**src/rtl/bound_flasher_pkg.sv**
```systemverilog
// Shared definitions for the bound flasher family.
// Holds the stage encoding (unchanged from the 16-lamp block) and the
// level-width helper used to size the lit-lamp counter.
package bound_flasher_pkg;

    typedef enum logic [2:0] {
        IDLE = 3'd0,
        UP1  = 3'd1,
        DN1  = 3'd2,
        UP2  = 3'd3,
        DN2  = 3'd4,
        UP3  = 3'd5,
        DN3  = 3'd6,
        BAD  = 3'd7
    } stage_e;

    localparam int unsigned STAGE_W = 3;

    // Bits needed to hold a lit-lamp count of 0..n_lamps.
    function automatic int unsigned lvl_w(input int unsigned n_lamps);
        return $clog2(n_lamps + 1);
    endfunction

endpackage

```
**src/rtl/step_prescaler.sv**
```systemverilog
// Step-rate prescaler shared by the display blocks.
// Ports:
//   clk      - system clock
//   rst      - synchronous active-high reset, clears the divider count
//   step_div - tick every step_div+1 cycles (0 = every cycle)
//   tick_c   - combinational step strobe, high on the compare cycle
module step_prescaler #(
    parameter int unsigned DIV_W = 8
) (
    input  logic             clk,
    input  logic             rst,
    input  logic [DIV_W-1:0] step_div,
    output logic             tick_c
);

    logic [DIV_W-1:0] div_cnt;

    // Compare against the live step_div so a new rate applies at the next compare.
    assign tick_c = (div_cnt >= step_div);

    always_ff @(posedge clk) begin
        if (rst) begin
            div_cnt <= '0;
        end else if (tick_c) begin
            div_cnt <= '0;
        end else begin
            div_cnt <= div_cnt + DIV_W'(1);
        end
    end

endmodule

```
**src/rtl/bound_flasher_gen.sv**
```systemverilog
// Parametrised bound flasher: drives an N-lamp thermometer bar through
// three fill/drain phases with two bound points, flick kickback,
// programmable step rate and optional auto-repeat.
// Ports:
//   clk, rst  - clock and synchronous active-high reset
//   flick     - start / kickback request, sampled on step ticks
//   auto_rpt  - restart at UP1 instead of idling when DN3 completes
//   step_div  - step every step_div+1 clocks
//   lamps     - thermometer bar, lamps[level-1:0] lit
//   stage     - current stage encoding
//   level     - count of lit lamps
//   busy      - high whenever stage is not IDLE
//   done      - one-cycle pulse when the sequence completes
module bound_flasher_gen
    import bound_flasher_pkg::*;
#(
    parameter int unsigned N_LAMPS = 16,
    parameter int unsigned BOUND_A = 5,
    parameter int unsigned BOUND_B = 10,
    parameter int unsigned DIV_W   = 8
) (
    input  logic                      clk,
    input  logic                      rst,
    input  logic                      flick,
    input  logic                      auto_rpt,
    input  logic [DIV_W-1:0]          step_div,
    output logic [N_LAMPS-1:0]        lamps,
    output logic [STAGE_W-1:0]        stage,
    output logic [lvl_w(N_LAMPS)-1:0] level,
    output logic                      busy,
    output logic                      done
);

    localparam int unsigned LVL_W = lvl_w(N_LAMPS);
    // Kickback levels: the new level at which lamp BOUND_A / BOUND_B lights.
    localparam logic [LVL_W-1:0] KA   = LVL_W'(BOUND_A + 1);
    localparam logic [LVL_W-1:0] KB   = LVL_W'(BOUND_B + 1);
    localparam logic [LVL_W-1:0] LO_B = LVL_W'(BOUND_A);
    localparam logic [LVL_W-1:0] FULL = LVL_W'(N_LAMPS);

    stage_e           st;
    logic             tick_c;
    logic             up_c;
    logic             kick_c;
    logic [LVL_W-1:0] l_nxt_c;

    step_prescaler #(
        .DIV_W    (DIV_W)
    ) u_prescaler (
        .clk      (clk),
        .rst      (rst),
        .step_div (step_div),
        .tick_c   (tick_c)
    );

    assign stage = st;

    // Thermometer decode of a lit-lamp count.
    function automatic logic [N_LAMPS-1:0] therm(input logic [LVL_W-1:0] n);
        logic [N_LAMPS-1:0] t;
        t = '0;
        for (int i = 0; i < int'(N_LAMPS); i++) begin
            t[i] = (i < int'(n));
        end
        return t;
    endfunction

    // Step direction and candidate level; IDLE counts as up so acceptance lands on 1.
    always_comb begin
        up_c    = (st == IDLE) || (st == UP1) || (st == UP2) || (st == UP3);
        l_nxt_c = up_c ? (level + LVL_W'(1)) : (level - LVL_W'(1));
        kick_c  = flick && ((l_nxt_c == KA) || (l_nxt_c == KB));
    end

    // Stage sequencer with registered level, lamps, busy and done.
    always_ff @(posedge clk) begin
        if (rst) begin
            st    <= IDLE;
            level <= '0;
            lamps <= '0;
            busy  <= 1'b0;
            done  <= 1'b0;
        end else begin
            done <= 1'b0;
            if (st == BAD) begin
                st    <= IDLE;
                level <= '0;
                lamps <= '0;
                busy  <= 1'b0;
            end else if (tick_c) begin
                if ((st != IDLE) || flick) begin
                    level <= l_nxt_c;
                    lamps <= therm(l_nxt_c);
                end
                case (st)
                    IDLE: if (flick) begin
                        st   <= UP1;
                        busy <= 1'b1;
                    end
                    UP1: if (l_nxt_c == KA) st <= DN1;
                    DN1: if (l_nxt_c == '0) st <= UP2;
                    UP2: begin
                        if (kick_c)             st <= DN1;
                        else if (l_nxt_c == KB) st <= DN2;
                    end
                    DN2: if (l_nxt_c == LO_B) st <= UP3;
                    UP3: begin
                        if (kick_c)               st <= DN2;
                        else if (l_nxt_c == FULL) st <= DN3;
                    end
                    DN3: if (l_nxt_c == '0) begin
                        // Auto-repeat parks in UP1 at level 0; the next tick lights lamp 0.
                        done <= 1'b1;
                        st   <= auto_rpt ? UP1 : IDLE;
                        busy <= auto_rpt;
                    end
                    default: st <= IDLE;
                endcase
            end
        end
    end

endmodule

```
**config.mk**
```make
export PLATFORM = sky130hd
export DESIGN_NAME = bound_flasher_gen
export DESIGN_NICKNAME = d
export VERILOG_FILES = /design/src/rtl/bound_flasher_pkg.sv /design/src/rtl/step_prescaler.sv /design/src/rtl/bound_flasher_gen.sv
export SDC_FILE = /design/constraint.sdc
export NUM_CORES = 1
export LEC_CHECK = 0
export CAP_MARGIN = 20
export CORE_UTILIZATION = 57
export CTS_CLUSTER_DIAMETER = 60
export DETAILED_ROUTE_END_ITERATION = 6
export GPL_ROUTABILITY_DRIVEN = 1
export PLACE_DENSITY = 0.9
export SETUP_SLACK_MARGIN = 0.02
export SLEW_MARGIN = 5
export SYNTH_ARGS = -nofsm -noshare
export SYNTH_HDL_FRONTEND = slang
export SYNTH_SLANG_ARGS = --single-unit
```
**constraint.sdc**
```tcl
create_clock -name clk -period 7.95 [get_ports clk]
set_input_delay 0.795 -clock clk [delete_from_list [all_inputs] [get_ports clk]]
set_output_delay 0.795 -clock clk [all_outputs]
set_load 0.01 [all_outputs]
```
==> results of run 1 <==
-- logic make-up (layout without fill, tap and decap cells) --
family	Yosys count	after routing	share of synthesized area
mux	4	4	0.0185
buf+inv	31	59	0.0659
compound gates	52	52	0.195
simple gates	123	123	0.289
fa+ha+maj	12	12	0.0694
flops	33	33	0.305
xor+xnor	14	14	0.0566
-- Yosys cell counts, types with 2 or more instances --
library cell / n / area [sq um]
a21oi_1: 13 / 65.1
a31oi_1: 3 / 18.8
a41oi_1: 2 / 17.5
and2_1: 3 / 18.8
and3_1: 4 / 25.0
buf_2: 6 / 30.0
buf_4: 3 / 22.5
clkbuf_1: 9 / 33.8
dfxtp_1: 33 / 661
ha_1: 12 / 150
inv_1: 12 / 45.0
mux2i_1: 4 / 40.0
nand2_1: 21 / 78.8
nand2b_1: 2 / 12.5
nand3_1: 10 / 50.1
nand3b_1: 3 / 22.5
nor2_1: 43 / 161
nor2b_1: 3 / 18.8
nor3_1: 18 / 90.1
nor3b_1: 2 / 15.0
o211ai_1: 2 / 15.0
o21a_1: 2 / 15.0
o21ai_0: 6 / 30.0
o22ai_1: 5 / 31.3
or3_1: 3 / 18.8
xnor2_1: 6 / 52.6
xor2_1: 8 / 70.1
-- metrics by stage --
stage	setup slack [ps]	instances	cell area, sq um
final	4140	345	2640
after detailed placement	4380	337	2520
after floorplan	4990	269	2160
after CTS	4250	345	2640
after global routing	3930	345	2640
after global placement	4570	337	2520
-- path summary, 6_finish.rpt --
| kind | endpoint | startpoint | slack (ps) |
|---|---|---|---|
| setup reg to reg | stage[2] | stage[1] | 4140 |
| hold reg to reg | lamps[9] | lamps[9] | 470 |
| hold / removal | lamps[9] | lamps[9] | 470 |
| setup / recovery | stage[2] | stage[1] | 4140 |
-- registers in the layout, indices dropped and copies added, names as in the netlist --
register	flops
level	4
u_prescaler.div_cnt	8
done	1
stage	3
busy	1
lamps	16
-- final cells by class --
cell class / count / area, sq um / area share
Clock buffer: 6 / 82.6 / 0.0313
Inverter: 12 / 45.0 / 0.0171
Multi-Input combinational cell: 205 / 1370 / 0.518
Tap cell: 48 / 60.1 / 0.0228
Sequential cell: 33 / 661 / 0.250
Timing Repair Buffer: 39 / 385 / 0.146
Clock inverter: 2 / 37.5 / 0.0142
-- cells in the final DEF (no fill, tap or decap), types with 2 or more instances in the layout --
master,n
a21oi_1,13
a31oi_1,3
a41oi_1,2
and2_1,3
and3_1,4
buf_4,2
clkbuf_8,6
clkdlybuf4s50_1,37
dfxtp_1,33
ha_1,12
inv_1,12
mux2i_1,4
nand2_1,21
nand2b_1,2
nand3_1,10
nand3b_1,3
nor2_1,43
nor2b_1,3
nor3_1,17
nor3_2,2
nor3b_1,2
o211ai_1,2
o21a_1,2
o21ai_0,6
o22ai_1,5
or3_1,3
xnor2_1,6
xor2_1,8
-- worst reg2reg max path: stages (launching register included) --
cell and delay (ps):
dfxtp_1 650, and2_1 410, nor2_1 150, xnor2_1 280, ha_1 450, nand3_1 180
xor2_1 220, o211ai_1 120, nand2_1 350, o221ai_1 200, a31oi_2 260, nor4b_2 310
o21a_1 170
-- power groups by stage --
stage,logic (mW),registers (mW),clock network [mW]
2_1_floorplan,0.0120,0.173,0
3_3_place_gp,0.0213,0.174,0
3_5_place_dp,0.0222,0.174,0
4_1_cts,0.0225,0.170,0.167
5_1_grt,0.0252,0.170,0.175
6_report,0.0225,0.170,0.165
-- routing by layer --
metal  up-vias  share of wire
li1        999              -
met1       968           0.46
met3         8          0.068
met4         0          0.013
met2        98           0.46
met5         -              0
==> out/results.ini, run 1 <==
[floorplanning]
core_area_sq_um=3660
die_h_um=63.6
start_util=0.591
die_x_um=63.6
io_pins=38
rows=22
die_area_sq_um=4050

[clock_tree]
numCtsBuffers=5
cts_hold_buf=0
clk_path_buf_depth=2
cts_tree=built
cts_resized=0
cts_max_level=2
cts.sinks=33
clockRootBuffer=clkbuf_8
clkTransAtPathRegs_ps=70
post_cts_buffers=0
clkLatencyLatePin_ps=280

[min_path]
holdCritPathClass=reg -> reg
hold_depth=2

[final_layout]
num_antenna_cells=0
drive_above_1_share=0.0909
fillers=274
fin_nets=320
utilization=0.720
syn2layout_area_growth_pct=21.8

[logic_synthesis]
synthCells=269
synth_fp_nets=293
ys.warnings.count=0
syn_avg_cell_area_sq_um=8.05
yosysSeqAreaShare=0.305
synth_area_sq_um=2160
ys_types=58
synth_ff_type=dfxtp_1
synth-seq-cells=33
synth_async_sr_flop_share=0
synth-edff-count=0

[power]
p_leak_nw=0.982
finalPower_mw=0.357
switching_share=0.213
p_switching_mw=0.0761
clkPwrFrac=0.461
ir_worst_vdd_mv=0.134
p_seq_frac=0.476
intPower_mw=0.281
combPwrFrac=0.063
power_density_nw_per_um2=135

[place]
hpwl_um=3560
gp_congestion=0.951
io_buffers=37

[grt]
antenna_found_initial=0
met1_usage=0.382
grt.overflow.total=0
use_met3=0.0580
grt_pass1_wl_um=8780
busiest_layer=met2
use_met2=0.422
gr-usage-all-layers=0.275
first_global_vias=1856
grt_max_degree=23

[sta]
fin_worst_skew_ps=4.52
max_slew_margin=0.631
hold_viol=0
rsz0062_at_grt=false
setup_viol=0
min_period_over_period=0.479
slew_viol_final=0
setup_tns_ps=0
period_minus_slack_ps=3810
fmax_mhz=263
hold_slack_ps=471
tightest_slew_ps=552

[outcome]
status=completed

[critical_path]
crit_family=simple AND/OR/NAND/NOR gates
cp_slowest_cell=dfxtp_1
crit_chain=and2_1, nor2_1, xnor2_1, ha_1, nand3_1, xor2_1, o211ai_1, nand2_1, o221ai_1, a31oi_2, nor4b_2, o21a_1
crit_arrival_ps=4030
cp_max_fo=14
reg2reg_depth=12
max_stage_delay_ps=650
crit_type=reg -> reg
start_kind=flip-flop
crit_required_ps=8170
end_kind=flip-flop
critical_path_depth=12
crit_buf_inv=0

[drt]
drc=0
dr.pass1.iters=5
avgViaCountPerCell=6.01
routed_wl_um=5220
ant_nets=0
wl_per_cell_um=15.1
drt-initial-drc-count=222
num_vias=2073

[job]
maxCapViolCount=0

Power figures use the tool's default switching activity.
==> run 2, diff against run 1 <==
--- a/config.mk
+++ b/config.mk
@@ -6,11 +6,11 @@
 export NUM_CORES = 1
 export LEC_CHECK = 0
 export CAP_MARGIN = 20
-export CORE_UTILIZATION = 57
+export CORE_UTILIZATION = 53
 export CTS_CLUSTER_DIAMETER = 60
 export DETAILED_ROUTE_END_ITERATION = 6
 export GPL_ROUTABILITY_DRIVEN = 1
-export PLACE_DENSITY = 0.9
+export PLACE_DENSITY = 0.85
 export SETUP_SLACK_MARGIN = 0.02
 export SLEW_MARGIN = 5
 export SYNTH_ARGS = -nofsm -noshare
==> constraint.sdc (replaced) <==
create_clock -name clk -period 3.9 [get_ports clk]
set_input_delay 0.39 -clock clk [delete_from_list [all_inputs] [get_ports clk]]
set_output_delay 0.39 -clock clk [all_outputs]
set_load 0.01 [all_outputs]
==> out/results.ini, run 2 (synthesis results as in run 1) <==
[final_layout]
regMostFlops=lamps
utilization=0.692  ; -0.0281
largest_reg_flops=16  ; unchanged
fin_nets=324  ; +1.3%
top_regs=lamps: 16 flops, u_prescaler.div_cnt: 8 flops, level: 4 flops
layout_commonest_cell=nor2_1
final_cell_mix=nor2_1 (43), clkdlybuf4s50_1 (37), dfxtp_1 (33)
drive_above_1_share=0.0997  ; +0.00876
num_antenna_cells=0  ; unchanged
syn2layout_area_growth_pct=21.5

[power]
power_density_nw_per_um2=242  ; +79%
ir_worst_vdd_mv=0.301  ; +120%
finalPower_mw=0.636  ; +78%
p_leak_nw=0.991  ; +0.95%

[critical_path]
critPathLaunch=stage[2]
start_kind=flip-flop
r2r-start=stage[2]
cp_slowest_cell=ha_1
end_kind=flip-flop
crit_arrival_ps=3430  ; -600 ps
crit_buf_inv=0  ; unchanged
reg2reg_depth=12  ; unchanged
crit_family=compound AO/OA/AOI/OAI gates
crit_type=reg -> reg
cp_max_fo=11  ; -3
crit_required_ps=4130  ; -4040 ps
critical_path_depth=12  ; unchanged
crit_chain=o21ba_4, nor2_1, xnor2_1, ha_1, or3b_1, a31oi_1, mux2i_1, a22oi_1, o221ai_1, a31oi_2, nor4b_2, o21a_1
max_stage_delay_ps=420  ; -230 ps

[place]
gp_congestion=0.953  ; +0.24%
hpwl_um=3670  ; +3.1%
io_buffers=37  ; unchanged

[floorplanning]
die_h_um=65.9  ; +3.6%
die_x_um=65.9  ; +3.6%
core_area_sq_um=3800  ; +3.8%
start_util=0.570  ; -0.0214
rows=22  ; unchanged
io_pins=38  ; unchanged
die_area_sq_um=4340  ; +7.3%

[grt]
met1_usage=0.363  ; -0.0189
gr-usage-all-layers=0.252  ; -0.0229
first_global_vias=1723  ; -7.2%
antenna_found_initial=0  ; unchanged
grt_pass1_wl_um=8300  ; -5.5%
grt_max_degree=23  ; unchanged
use_met3=0.0517  ; -0.00625
busiest_layer=met2
use_met2=0.371  ; -0.0504
grt.overflow.total=0  ; unchanged

[sta]
rsz0062_at_grt=false
setup_tns_ps=0  ; unchanged
fmax_mhz=313  ; +19%
max_slew_margin=0.594  ; -0.0370
slew_viol_final=0  ; unchanged
min_period_over_period=0.820  ; +0.341
setup_viol=0  ; unchanged
hold_viol=0  ; unchanged
hold_slack_ps=455  ; -16.0 ps
tightest_slew_ps=606  ; +53.5 ps
period_minus_slack_ps=3200  ; -608 ps
fin_worst_skew_ps=5.53  ; +1.00 ps

[drt]
routed_wl_um=4950  ; -5.2%
dr.pass1.iters=5  ; unchanged
avgViaCountPerCell=5.72  ; -4.8%
drt-initial-drc-count=225  ; +1.4%
num_vias=1996  ; -3.7%
wl_per_cell_um=14.2  ; -6.2%
ant_nets=0  ; unchanged
drc=0  ; unchanged

[outcome]
status=completed

[clock_tree]
cts_hold_buf=0  ; unchanged
clkLatencyLatePin_ps=280  ; about the same
clockRootBuffer=clkbuf_8
clkTransAtPathRegs_ps=70  ; about the same
cts_resized=0  ; unchanged
clk_path_buf_depth=2  ; unchanged
cts_tree=built
numCtsBuffers=5  ; unchanged
post_cts_buffers=0  ; unchanged
cts.sinks=33  ; unchanged
cts_max_level=2  ; unchanged

[job]
maxCapViolCount=0  ; unchanged

[min_path]
min_from=lamps[9]
hold_depth=2  ; unchanged
holdCritPathClass=reg -> reg

-- run 2: cell count changes in the layout (fill, tap and decap cells not counted) --
cell	previous run	this run
buf_4	2	6
bufinv_16	1	0
clkbuf_1	0	1
clkbuf_8	6	5
clkinv_2	0	2
clkinvlp_4	1	0
-- run 2: through the flow --
stage / area [sq um] / instances / worst slack, ps
after CTS: 2630 / 349 / 765
final: 2630 / 349 / 703
after global placement: 2550 / 341 / 838
after floorplan: 2160 / 269 / 937
after detailed placement: 2550 / 341 / 767
after global routing: 2630 / 349 / 455
-- run 2: final cells by class --
cell class	count	area, sq um
Fill cell	306	1170
Clock buffer	6	72.6
Tap cell	48	60.1
Clock inverter	2	10.0
Sequential cell	33	661
Inverter	12	45.0
Timing Repair Buffer	43	415
Multi-Input combinational cell	205	1370
-- run 2: path summary, 6_finish.rpt --
check                                end  slack (ps)
worst min register to register  lamps[9]         460
worst max-delay path            stage[2]         700
worst max register to register  stage[2]         700
worst min-delay path            lamps[9]         460
-- run 2: power breakdown --
| group | total, mW | leakage [nW] | internal, mW | switching [mW] |
|---|---|---|---|---|
| clock | 0.244 | 0.0450 | 0.124 | 0.121 |
| combinational | 0.0457 | 0.680 | 0.0238 | 0.0219 |
| sequential | 0.346 | 0.266 | 0.341 | 0.00507 |
-- run 2: worst reg2reg max path: stages (launching register included) --
cell and delay, ps:
dfxtp_1 380, o21ba_4 260, nor2_1 220, xnor2_1 220
ha_1 420, or3b_1 420, a31oi_1 150, mux2i_1 110
a22oi_1 160, o221ai_1 150, a31oi_2 280, nor4b_2 250
o21a_1 130
-- run 2: routing by layer --
| layer | vias up | wire length (um) |
|---|---|---|
| met1 | 889 | 2250 |
| li1 | 1006 | - |
| met5 | - | 0 |
| met4 | 0 | 82 |
| met2 | 89 | 2230 |
| met3 | 12 | 396 |
